==> src/rtl/fetch_unit.sv <==
// fetch_unit: front-end fetch stage feeding the decode stage.
//   Generates sequential PCs, issues one instruction-memory read per cycle
//   while queue credits remain, and buffers the returned words with their PCs
//   in a small FIFO. Returned words are predecoded so that direct B/BL
//   redirect the fetch PC and HLT stops fetching. A back-end redirect flushes
//   everything and restarts fetch at the supplied target.
// Ports:
//   in_clk, in_rst             clock (posedge), asynchronous active-high reset
//   out_imem_req/out_imem_addr read request and address (current PC)
//   in_imem_data               instruction word, valid one cycle after a request
//   in_stall                   decode cannot accept; hold the queue head
//   in_redirect/in_redirect_pc back-end redirect and its target
//   out_insnbits/out_pc        instruction and its PC handed to decode
//   out_done                   one-cycle pulse per delivered instruction
//   out_halted                 fetch has stopped after HLT
module fetch_unit #(
  parameter int unsigned QUEUE_DEPTH = 4,
  parameter logic [63:0] RESET_PC    = 64'h0
) (
  input  logic        in_clk,
  input  logic        in_rst,
  output logic        out_imem_req,
  output logic [63:0] out_imem_addr,
  input  logic [31:0] in_imem_data,
  input  logic        in_stall,
  input  logic        in_redirect,
  input  logic [63:0] in_redirect_pc,
  output logic [31:0] out_insnbits,
  output logic [63:0] out_pc,
  output logic        out_done,
  output logic        out_halted
);

  localparam int unsigned PTR_W = (QUEUE_DEPTH > 1) ? $clog2(QUEUE_DEPTH) : 1;
  localparam int unsigned CNT_W = $clog2(QUEUE_DEPTH + 1);

  typedef enum logic [0:0] {
    ST_RUN  = 1'b0,
    ST_HALT = 1'b1
  } state_e;

  state_e           state_q;
  logic [63:0]      pc_q;
  logic             inflight_q;
  logic [63:0]      inflight_pc_q;
  logic [PTR_W-1:0] rd_ptr_q;
  logic [PTR_W-1:0] wr_ptr_q;
  logic [CNT_W-1:0] count_q;
  logic [31:0]      insn_q     [QUEUE_DEPTH];
  logic [63:0]      insn_pc_q  [QUEUE_DEPTH];

  logic             credit_ok;
  logic             issue;
  logic             push;
  logic             pop;
  logic             is_branch;
  logic             is_hlt;
  logic [63:0]      br_target;

  // A request is only made when a queue slot is guaranteed for its response,
  // counting the one response that may already be in flight.
  assign credit_ok = ({1'b0, count_q} + {{CNT_W{1'b0}}, inflight_q})
                     < (CNT_W + 1)'(QUEUE_DEPTH);
  assign issue     = (state_q == ST_RUN) & ~in_rst & ~in_redirect & credit_ok;

  assign out_imem_req  = issue;
  assign out_imem_addr = pc_q;

  // The in-flight flag is cleared whenever a response must be squashed, so a
  // valid response is simply "something in flight and no redirect now".
  assign push = inflight_q & ~in_redirect;
  assign pop  = (count_q != {CNT_W{1'b0}}) & ~in_stall & ~in_redirect;

  assign is_branch = (in_imem_data[31:26] == 6'b000101) |
                     (in_imem_data[31:26] == 6'b100101);
  assign is_hlt    = (in_imem_data[31:21] == 11'b11010100010) &
                     (in_imem_data[4:0] == 5'b00000);
  // imm26 is a word offset: sign-extend from bit 25 and scale by 4.
  assign br_target = inflight_pc_q +
                     {{36{in_imem_data[25]}}, in_imem_data[25:0], 2'b00};

  // Fetch FSM, PC, in-flight tracking, queue pointers and registered outputs.
  always_ff @(posedge in_clk or posedge in_rst) begin
    if (in_rst) begin
      state_q       <= ST_RUN;
      pc_q          <= RESET_PC;
      inflight_q    <= 1'b0;
      inflight_pc_q <= 64'h0;
      rd_ptr_q      <= {PTR_W{1'b0}};
      wr_ptr_q      <= {PTR_W{1'b0}};
      count_q       <= {CNT_W{1'b0}};
      out_insnbits  <= 32'h0;
      out_pc        <= 64'h0;
      out_done      <= 1'b0;
      out_halted    <= 1'b0;
    end else if (in_redirect) begin
      state_q    <= ST_RUN;
      pc_q       <= in_redirect_pc;
      inflight_q <= 1'b0;
      rd_ptr_q   <= {PTR_W{1'b0}};
      wr_ptr_q   <= {PTR_W{1'b0}};
      count_q    <= {CNT_W{1'b0}};
      out_done   <= 1'b0;
      out_halted <= 1'b0;
    end else begin
      // Predecode of the arriving word overrides a request made this cycle:
      // that request is on the wrong path, so it is dropped by not marking
      // it in flight.
      if (push && is_branch) begin
        pc_q       <= br_target;
        inflight_q <= 1'b0;
      end else if (push && is_hlt) begin
        state_q    <= ST_HALT;
        out_halted <= 1'b1;
        inflight_q <= 1'b0;
      end else if (issue) begin
        pc_q          <= pc_q + 64'd4;
        inflight_q    <= 1'b1;
        inflight_pc_q <= pc_q;
      end else begin
        inflight_q <= 1'b0;
      end

      if (push) begin
        wr_ptr_q <= wr_ptr_q + PTR_W'(1);
      end else begin
        wr_ptr_q <= wr_ptr_q;
      end

      if (pop) begin
        rd_ptr_q     <= rd_ptr_q + PTR_W'(1);
        out_insnbits <= insn_q[rd_ptr_q];
        out_pc       <= insn_pc_q[rd_ptr_q];
        out_done     <= 1'b1;
      end else begin
        out_done <= 1'b0;
      end

      case ({push, pop})
        2'b10:   count_q <= count_q + CNT_W'(1);
        2'b01:   count_q <= count_q - CNT_W'(1);
        default: count_q <= count_q;
      endcase
    end
  end

  // Queue storage; contents are only meaningful between the pointers.
  always_ff @(posedge in_clk) begin
    if (push) begin
      insn_q[wr_ptr_q]    <= in_imem_data;
      insn_pc_q[wr_ptr_q] <= inflight_pc_q;
    end
  end

endmodule

==> config.mk <==
export PLATFORM = sky130hd
export DESIGN_NAME = fetch_unit
export DESIGN_NICKNAME = d
export VERILOG_FILES = /design/src/rtl/fetch_unit.sv
export SDC_FILE = /design/constraint.sdc
export NUM_CORES = 1
export LEC_CHECK = 0
export ABC_AREA = 1
export BUFFER_PORTS_ARGS = -buffer_cell sky130_fd_sc_hd__buf_2
export CAP_MARGIN = 0
export CORE_ASPECT_RATIO = 0.75
export CORE_MARGIN = 5
export CORE_UTILIZATION = 50
export DETAILED_ROUTE_END_ITERATION = 6
export HOLD_SLACK_MARGIN = 0.03
export PLACE_DENSITY_LB_ADDON = 0.15
export SLEW_MARGIN = 30
export SYNTH_ARGS = -nofsm -noshare
export SYNTH_HDL_FRONTEND = slang
export SYNTH_SLANG_ARGS = --single-unit
export TNS_END_PERCENT = 5
==> constraint.sdc <==
create_clock -name in_clk -period 7.9 [get_ports in_clk]
set_input_delay 0 -clock in_clk [delete_from_list [all_inputs] [get_ports in_clk]]
set_output_delay 0 -clock in_clk [all_outputs]
set_load 0.05 [all_outputs]
[Yosys cells after proc, flatten, opt, wreduce, memory -nomap -nowiden]
Memories as Yosys holds them, arrays and structs flattened. A register that Yosys moved wholly into a read port is not among the register bits.
Cells that the tools add are included.
Word-level totals
  bits in registers: 138
  RAM bits: 384
  input bits: 100
  output and inout port bits: 163
  logic and storage cells: 73
  memories kept: 2
Memory list
  insn_pc_q: words 4, bits a word 64, read ports 1, clocked after memory_dff 1, wr ports 1, line 50  | logic [63:0] insn_pc_q [QUEUE_DEPTH];
  insn_q: words 4, bits a word 32, read ports 1, clocked after memory_dff 1, wr ports 1, line 49  | logic [31:0] insn_q [QUEUE_DEPTH];
Cells by class
  add/subtract/negate cells: 7
  $lt $le $gt $ge: 1
  equal/unequal tests: 7
  multiplexer cells: 21
  bitwise operators: 14
  reduce and logical (&&, ||, !) cells: 13
Operator list (count)
  $mux W64: 4
  $add A64 B3 Y64 const B: 1
  $add A64 B64 Y64: 1
  $eq A11 B11 Y1 const B: 1
  $mux W1: 11
  $reduce_bool A3 Y1: 3
  $mux W2: 4
  $and A1 B1 Y1: 7
  $eq A6 B3 Y1 const B: 1
  $eq A6 B6 Y1 const B: 1
  $not A1 Y1: 6
  $pmux W3 S2: 1
  $reduce_and A2 Y1: 3
  $reduce_bool A2 Y1: 3
  $logic_not A5 Y1: 1
  $add A2 B1 Y2 const B: 2
  $add A3 B1 Y4: 1
  $lt A4 B3 Y1 const B: 1
  $reduce_and A4 Y1: 1
  $add A3 B1 Y3 const B: 1
  $mux W3: 1
  $ne A3 B3 Y1 const B: 1
  $sub A3 B1 Y3 const B: 1
  $eq A2 B1 Y1 const B: 1
  4 further kinds: 5

[Logic depth before layout (Yosys ltp)]
Gate-level depths: netlist of run 1.
  depth in word-level cells: 8
  mapped depth: 18
  depth with buffers taken out: 18

[Worst setup path before layout of run 1]
OpenSTA, ideal clock, no wires.
  path kind: in2reg
  from: in in_rst
  to: reg inflight_pc_q[5]
  setup time: 131 ps
  arrival: 6873 ps
  required time: 7769 ps
  setup slack: 897 ps
  cell stages on the path: 10
  buffers on the path: 2
  cells stage by stage: inv_1 > nand4_1 > a31oi_2 > nand2_2 > nor2_4 > inv_2 > buf_4 > buf_4 > nand2_1 > o21ai_0
On the way
  longest elaborated chain between the ends: 5
RTL lines
  start, declared: line 21  | input logic in_rst,
  $not A1 Y1: line 64  | assign issue = (state_q == ST_RUN) & ~in_rst & ~in_redirect & credit_ok;
  $and A1 B1 Y1 (3 in series): line 64
  net out_imem_req: line 22  | output logic out_imem_req,
  $reduce_and A4 Y1 (no line)
  end signal, assigned: line 119  | inflight_pc_q <= pc_q;
  end, declared: line 45  | logic [63:0] inflight_pc_q;
The timed path passes the listed nets, and every way through them passes these cells.
A chain may end at the register's enable or synchronous reset.

[Worst setup path in the final report of run 1]
  from: reg inflight_q
  to: reg pc_q[2] (netlist: out_imem_addr[2])
On the way
  longest elaborated chain between the ends: 5
  elaborated cells between the ends (all ways): 11
  classes of those cells: 1 x add/sub; 1 x order compare; 1 x eq/ne; 2 x mux; 2 x bitwise; 4 x reduce/logical
RTL lines
  start, declared: line 44  | logic inflight_q;
  start signal, assigned: line 87  | inflight_q <= 1'b0;
  start signal, assigned: line 99  | inflight_q <= 1'b0;
  start signal, assigned: line 111  | inflight_q <= 1'b0;
  $add A3 B1 Y4: line 62  | assign credit_ok = ({1'b0, count_q} + {{CNT_W{1'b0}}, inflight_q})
  $lt A4 B3 Y1: line 63  | < (CNT_W + 1)'(QUEUE_DEPTH);
  $and A1 B1 Y1: line 64
  $reduce_bool A3 Y1 (no line)
  $reduce_and A2 Y1 (no line)
  end signal, assigned: line 98  | pc_q <= in_redirect_pc;
  end signal, assigned: line 110  | pc_q <= br_target;
  end signal, assigned: line 117  | pc_q <= pc_q + 64'd4;
  end, declared: line 43  | logic [63:0] pc_q;
Parallel ways exist; a longest one is shown, timed or not.

==> impl_results.md, run 1 <==
- Internal Power: 6938 uW
- Synthesized flop and latch total: 618
- Max Fclk: 295.5 MHz
- Fraction of registers with async set/reset: 37.86%
- Starting DRT DRC Count: 3214
- Register area share after synthesis: 54.95%
- Clock latency on the worst-skew pair: slightly above 0.6 ns
- Worst rel slew slack: between 30% and 40%
- Post-synthesis net count: 3980
- Share of the synthesized area in the top cell type: 36.44%
- Worst Setup End Kind: register
- GR met3 Demand/Resource: slightly below 8%
- Layout cells sized above 1: 9.825%
- Die Span X: 300.5 um
- Port bufs: 262
- Pre-CTS setup slack: 4.705 ns
- Post-synth EDFFs: 384
- Netlist cell types: 40
- Slew Limit Fails: 0
- Worst vdd ir: 0.2043 mV
- Synthesized area: approximately 32000 um2
- Total Neg Setup Slack: 0 ns
- Sequential Power Share: a little under two fifths
- Critical path arrival: 3.92 ns
- Top FF cell, synth: edfxtp_1
- Final hold viol count: 0
- Worst path max stage delay: 0.62 ns
- Setup ws final: 4.516 ns
- Period utilization: 42.84%
- Vias per cell: ~5.5
- CTS tree: built
- ANT nets after route: 0
- Global route overflow: 0
- Largest cells by area after synthesis: edfxtp_1 36%, dfrtp_1 19%, nand2_1 14%
- GRT Util Overall: 31.34%
- First-pass GRT wire length: 163300 um
- Cell taking the most area after synthesis: edfxtp_1
- GRT busiest layer: met1
- CP Launch Type: register
- Clk sinks: 618
- Slowest cell on the critical path: buf_4
- Num CTS Buffers: 58
- Final HPWL DP: 80620 um
- Worst path required time: 8.43 ns
- Max-Cap Viols: 0
- Global-route met1 utilization: 49.40%
- Nets: roughly 4300
- Drt first pass iters: 7
- Placed Area: 33660 um2
- Clk_skew: around 0.018 ns
- Status: finished, final reports clean
- Resized Gates After CTS: 0
- Initial core utilization: 50.73%
- Met2 Use GR: 42.91%
- Die H: between 200 and 250 um
- Root Buffer: clkbuf_16
- I/O pins: 263
- Area Overhead vs Synth: 15.63%
- Final setup vio count: 0
- Number of global-route vias before repair: 25300
- Final GP Congestion: 1.043
- Syn Area/Cell: roughly 8.3 um2
- Sw Pwr: 5691 uW
- Comb pwr share: 40.1%
- CTS H-Tree Depth: 2
- Warnings, synthesis: 0
- Fillcell total: 5700
- Synth Instances: 3812
- Largest net degree at the start of global routing: 103
- Clk pwr share: approximately 22%
- RSZ-0062 raised after global routing: false
- Cts hold-fix bufs: 99
- Final instance area: 36590 um2
- Clock Pin Slew Worst Setup and Hold Paths: 0.06 ns
- P per Cell Area: 345.2 nW/um2
- Clock Path Buffers: 3
- Row count: 79
- Final WL: ~110000 um
- Die ar.: 68460 um2
- CP Cell Sequence: inv_1 -> nor2_4 -> nand3_2 -> nor2_4 -> buf_4 -> nor2_1 -> nand2_2 -> buf_4 -> o211ai_1 -> dlygate4sd3_1 -> o21ai_0
- Routed wire per std cell: between 20 and 25 um
- Core ar.: 62370 um2
- DRC violations left: 0
- Crit path time final: 3.384 ns
- Initial antenna violation count: 4
- Worst hold slack: 0.03344 ns
- Pin slew with the least headroom to its limit: 0.9633 ns
- Path depth of the worst reg2reg path: 11
- WS Path Type: reg -> reg
- Leak: 0.01664 uW
- Sw Share: 45.06%
- DR vias: 27620
- Worst min path class: in -> async
- Setup bufs post-CTS: 0
- Crit-path max FO: 54
## final timing paths
path / endpoint / from / slack, ns
min in group in_clk: insn_q[1][25] / in_imem_data[25] / 0.07
worst min-delay path: out_pc[60] / in_rst / 0.03
worst max register to register: out_imem_addr[2] / inflight_q / 4.52
max in group asynchronous: out_imem_addr[27] / in_rst / 6.00
worst min register to register: out_pc[34] / out_pc[34] / 0.46
worst max-delay path: out_imem_addr[2] / inflight_q / 4.52
## critical path, delay by kind of cell (launching register included)
kind,cells,cell delay [ns]
buf+inv,4,1.74
simple gates,5,0.93
flops,1,0.38
compound gates,2,0.21
## cells by family after synthesis
logic type | Yosys count | synth area share (%)
flip-flops | 618 | 54.95
adder cells (fa/ha/maj) | 68 | 2.736
AO/OA/AOI/OAI | 556 | 9.419
XOR/XNOR | 44 | 1.218
buffers and inverters | 567 | 7.027
AND/OR/NAND/NOR | 1959 | 24.65
## registers in the layout, indices dropped and copies added (netlist names)
| register | count |
|---|---|
| out_done | 1 |
| state_q | 1 |
| out_pc | 64 |
| inflight_q | 1 |
| wr_ptr_q | 2 |
| out_insnbits | 32 |
| count_q | 3 |
| inflight_pc_q | 64 |
| out_imem_addr | 64 |
| insn_q | 128 |
| rd_ptr_q | 2 |
| insn_pc_q | 256 |
## layout by cell type, fill, tap and decap left out, drive strengths merged
| cell | n |
|---|---|
| dfrtp | 234 |
| xnor2 | 8 |
| nand2 | 1220 |
| o21ai | 333 |
| xor2 | 36 |
| dlygate4sd3 | 99 |
| nand3b | 7 |
| nor2 | 495 |
| clkbuf | 80 |
| o211ai | 14 |
| nand4 | 29 |
| clkinv | 23 |
| buf | 290 |
| and2 | 4 |
| a31oi | 4 |
| nand3 | 147 |
| or2 | 7 |
| clkinvlp | 4 |
| o22ai | 100 |
| inv | 429 |
| o221ai | 3 |
| nor4 | 6 |
| diode | 1 |
| fa | 2 |
| a21oi | 96 |
| bufinv | 3 |
| o21bai | 6 |
| nor3b | 1 |
| ha | 66 |
| nor3 | 43 |
| edfxtp | 384 |
## power groups by stage
| stage | logic (uW) | registers (uW) | clock network, uW |
|---|---|---|---|
| after floorplan | 2480 | 5580 | 0 |
| after global placement | 4870 | 4830 | 0 |
| after detailed placement | 4900 | 4840 | 0 |
| after CTS | 4960 | 4780 | 2790 |
| after global routing | 5510 | 4860 | 2930 |
| final | 5070 | 4810 | 2750 |
## synthesized netlist by cell type, types with 7 or more instances
cell type	count
buf_2	18
a21oi_1	96
clkbuf_1	97
inv_1	424
nand4_1	29
o211ai_1	14
nor2_1	491
ha_1	66
or2_2	7
xnor2_1	8
o21ai_0	320
o21ai_1	13
nand3b_1	7
buf_4	11
o22ai_1	100
nor3_1	41
buf_1	7
nand2_1	1218
edfxtp_1	384
dfrtp_1	234
xor2_1	36
nand3_1	145
## layer usage
metal | routed length, um | up-vias
met3 | 12870 | 173
li1 | - | 13070
met1 | 49950 | 13080
met5 | 0 | -
met2 | 43760 | 1304
met4 | 3387 | 0
## final cells by class
| type | count | area (um2) | share of cell area, % |
|---|---|---|---|
| clock inverter | 28 | 254.0 | 0.6943 |
| sequential | 618 | 17390 | 47.54 |
| inverter | 431 | 1638 | 4.477 |
| tap | 850 | 1064 | 2.907 |
| multi-input combinational | 2627 | 12070 | 32.99 |
| timing repair buffer | 389 | 2552 | 6.977 |
| clock buffer | 80 | 1615 | 4.415 |
| antenna | 1 | 2.502 | 0.006840 |
## per-stage QoR
| step | total power (uW) | cells | utilization (%) |
|---|---|---|---|
| final | 12630 | 5024 | 58.66 |
| after global routing | 13300 | 5023 | 58.65 |
| after CTS | 12530 | 5021 | 58.56 |
| after detailed placement | 9743 | 4814 | 53.97 |
| after global placement | 9706 | 4814 | 53.97 |
| after floorplan | 8068 | 3812 | - |
No activity file was read; power rests on OpenSTA's default activity.
==> run 2: changes to the inputs <==
Clock period 7.9 ns to 3.4 ns, I/O delays scaled along.
==> run 2 against run 1 <==
Final area increased by 1.7%. Power increased by 140%. Clock power increased to 2.6 times the previous value. Final cell count increased by 0.64%. Critical path depth increased by 1. Global-route usage increased by 1.5 points. Hold slack improved by 0.13 ns. Clock skew increased by 0.021 ns. Count of clock-buffer cells in the layout decreased by 13. Die area unchanged. Register-to-register slack got worse by 4.0 ns. Worst setup slack got worse by 4.0 ns. Critical path type unchanged. Critical endpoint is now out_imem_addr[60]. Largest cell class unchanged.
==> impl_results.md, run 2 (synthesis results as in run 1) <==
- Clock Pin Slew Worst Setup and Hold Paths: 0.06 ns (about the same)
- Path depth of the worst reg2reg path: 12 (+1)
- WS Path Type: reg -> reg
- Global route overflow: 0 (unchanged)
- Crit path time final: 2.837 ns (-0.5471 ns)
- Initial antenna violation count: 4 (unchanged)
- Crit-path max FO: 6 (-89%)
- DRC violations left: 0 (unchanged)
- Clk_skew: 0.03874 ns (+0.02120 ns)
- Starting DRT DRC Count: 3377 (+5.1%)
- Worst path top cell family by delay: simple AND/OR/NAND/NOR gates
- Commonest non-fill, non-tap cell in the layout: nand2_1
- Row count: 79 (unchanged)
- Ant. Diodes: 0 (-1)
- DR vias: 28030 (+1.5%)
- Worst Setup End Kind: register
- Final GP Congestion: 1.055 (+1.1%)
- Met2 Wirelength: 46150 um (+5.5%)
- Worst hold slack: 0.1664 ns (+0.1330 ns)
- Sequential Power Share: 36.1% (-2.0 points)
- CTS tree: built
- Top Registers: insn_pc_q x256, insn_q x128
- Slowest cell on the critical path: dfrtp_1
- Comb pwr share: 40.3% (+0.2 points)
- I/O pins: 263 (unchanged)
- Placed Area: 34070 um2 (+1.2%)
- Sw Share: 44.49% (-0.57 points)
- ANT nets after route: 0 (unchanged)
- Overall power: 30480 uW (+140%)
- Final setup vio count: 0 (unchanged)
- CP bufs+invs: 1 (-3)
- Worst rel slew slack: 34.09% (-1.7 points)
- Reg2reg start: out_imem_addr[14]
- Worst path max stage delay: 0.51 ns (-0.11 ns)
- Period utilization: 83.45% (+41 points)
- Area of the multi-input gates: 12070 um2 (unchanged)
- Root Buffer: clkbuf_16
- Num CTS Buffers: 59 (+1.7%)
- Number of global-route vias before repair: 25470 (+0.66%)
- Port bufs: 262 (unchanged)
- Clk pwr share: 23.6% (+1.8 points)
- Top Metal Used: met5
- GRT Util Overall: 32.80% (+1.5 points)
- Worst path required time: 3.92 ns (-4.51 ns)
- P per Cell Area: 818.9 nW/um2 (+140%)
- Internal Power: 16920 uW (+140%)
- Setup slack, reg-to-reg: 0.56 ns (-3.95 ns)
- Clock latency on the worst-skew pair: 0.66 ns (+0.04 ns)
- Most frequent CP cell: nand2_1
- Max-Cap Viols: 0 (unchanged)
- CTS H-Tree Depth: 2 (unchanged)
- Clock Path Buffers: 3 (unchanged)
- First-pass GRT wire length: 168800 um (+3.4%)
- Area Overhead vs Synth: 17.63%
- Total Neg Setup Slack: 0 ns (unchanged)
- Vias per cell: 5.545 (+0.86%)
- Drt first pass iters: 6 (-1)
- Core ar.: 62370 um2 (unchanged)
- Slew Limit Fails: 0 (unchanged)
- Reg2Reg Capture Point: out_imem_addr[60]
- Initial core utilization: 50.73% (unchanged)
- Met1 wire length: 51730 um (+3.6%)
- Worst vdd ir: 0.4847 mV (+140%)
- Largest net degree at the start of global routing: 154 (+50%)
- CP Cell Sequence: inv_1 -> nor3_1 -> nand2_1 -> nor2_1 -> and2_2 -> nand3_1 -> nand2_1 -> nand2_1 -> a21oi_1 -> nand2_1 -> nand2_1 -> nand2_1
- Most frequent cells in the layout: 1218 x nand2_1, 486 x nor2_1, 421 x inv_1
- Pin slew with the least headroom to its limit: 0.9887 ns (+0.02542 ns)
- Final hold viol count: 0 (unchanged)
- Die Span X: 300.5 um (unchanged)
- Die H: 227.9 um (unchanged)
- Clk sinks: 618 (unchanged)
- Die ar.: 68460 um2 (unchanged)
- DR WL met3: 14830 um (+15%)
- Max Fclk: 352.4 MHz (+19%)
- CP Launch Type: register
- Nets: 4323 (+0.70%)
- Final WL: 115300 um (+4.9%)
- Leak: 0.01695 uW (+1.9%)
- RSZ-0062 raised after global routing: false
- Fillcell total: 5620 (-1.4%)
- Routed wire per std cell: 22.81 um (+4.2%)
- Register area: 17390 um2 (unchanged)
- Worst min path class: in -> async
- Sw Pwr: 13560 uW (+140%)
- Max reg flops: 256 (unchanged)
- Final instance area: 37220 um2 (+1.7%)
- Resized Gates After CTS: 0 (unchanged)
- Critical path arrival: 3.35 ns (-0.57 ns)
- Final HPWL DP: 84170 um (+4.4%)
- Layout cells sized above 1: 10.65% (+0.83 points)
- Status: finished, final reports clean
- Biggest register: insn_pc_q
==> run 2: final cells by class <==
type,instances,area share (%)
flip-flops and latches,618,46.73
inverters,431,4.384
well taps,850,2.858
clock buffers,67,4.155
multi-input cells,2627,32.42
clock inverters,45,1.567
repair buffers,418,7.883
==> run 2: worst min-delay path, cell delays in order <==
cell	delay, ns
dlygate4sd3_1	0.52
buf_2	0.13
clkinvlp_4	0.12
buf_6	0.50
==> run 2: worst max-delay path by stage <==
stage | slack (ns) | endpoint | start | cells after the start
final | 0.56 | out_imem_addr[60] | out_imem_addr[14] | 12
after global routing | 0.37 | out_imem_addr[26] | inflight_pc_q[2] | 13
after CTS | 0.60 | out_imem_addr[26] | inflight_pc_q[2] | 13
after detailed placement | 0.65 | out_imem_addr[26] | inflight_pc_q[2] | 13
after global placement | 0.63 | out_imem_addr[26] | inflight_pc_q[2] | 13
after floorplan | -1.46 | out_imem_addr[17] | in_rst | 11
==> run 2: power by group through the flow <==
stage	combinational, uW	clock [uW]	sequential (uW)
6_report	12300	7200	11000
5_1_grt	13200	7610	11100
4_1_cts	12000	7280	10900
3_5_place_dp	11900	0	11100
3_3_place_gp	11900	0	11000
2_1_floorplan	5770	0	13000
==> run 2: metal layers <==
layer  track usage [%]  vias to the layer above
li1                  -                    13120
met3             9.439                      142
met5                 0                        -
met2             45.15                     1402
met1             51.67                    13360
met4             6.661                        4
==> run 2: what timing repair did <==
action                                 4_1_cts  5_1_grt
buffers inserted                             0        0
hold buffers                               101        0
endpoints found under the hold margin      322        0
==> run 2: through the flow <==
stage,setup WS (ns),utilization [%],cells
CTS,0.6043,59.66,5056
global placement,0.6252,54.62,4843
floorplan,-1.459,-,3812
finish,0.5626,59.67,5056
detailed placement,0.6494,54.63,4843
global route,0.3704,59.67,5056
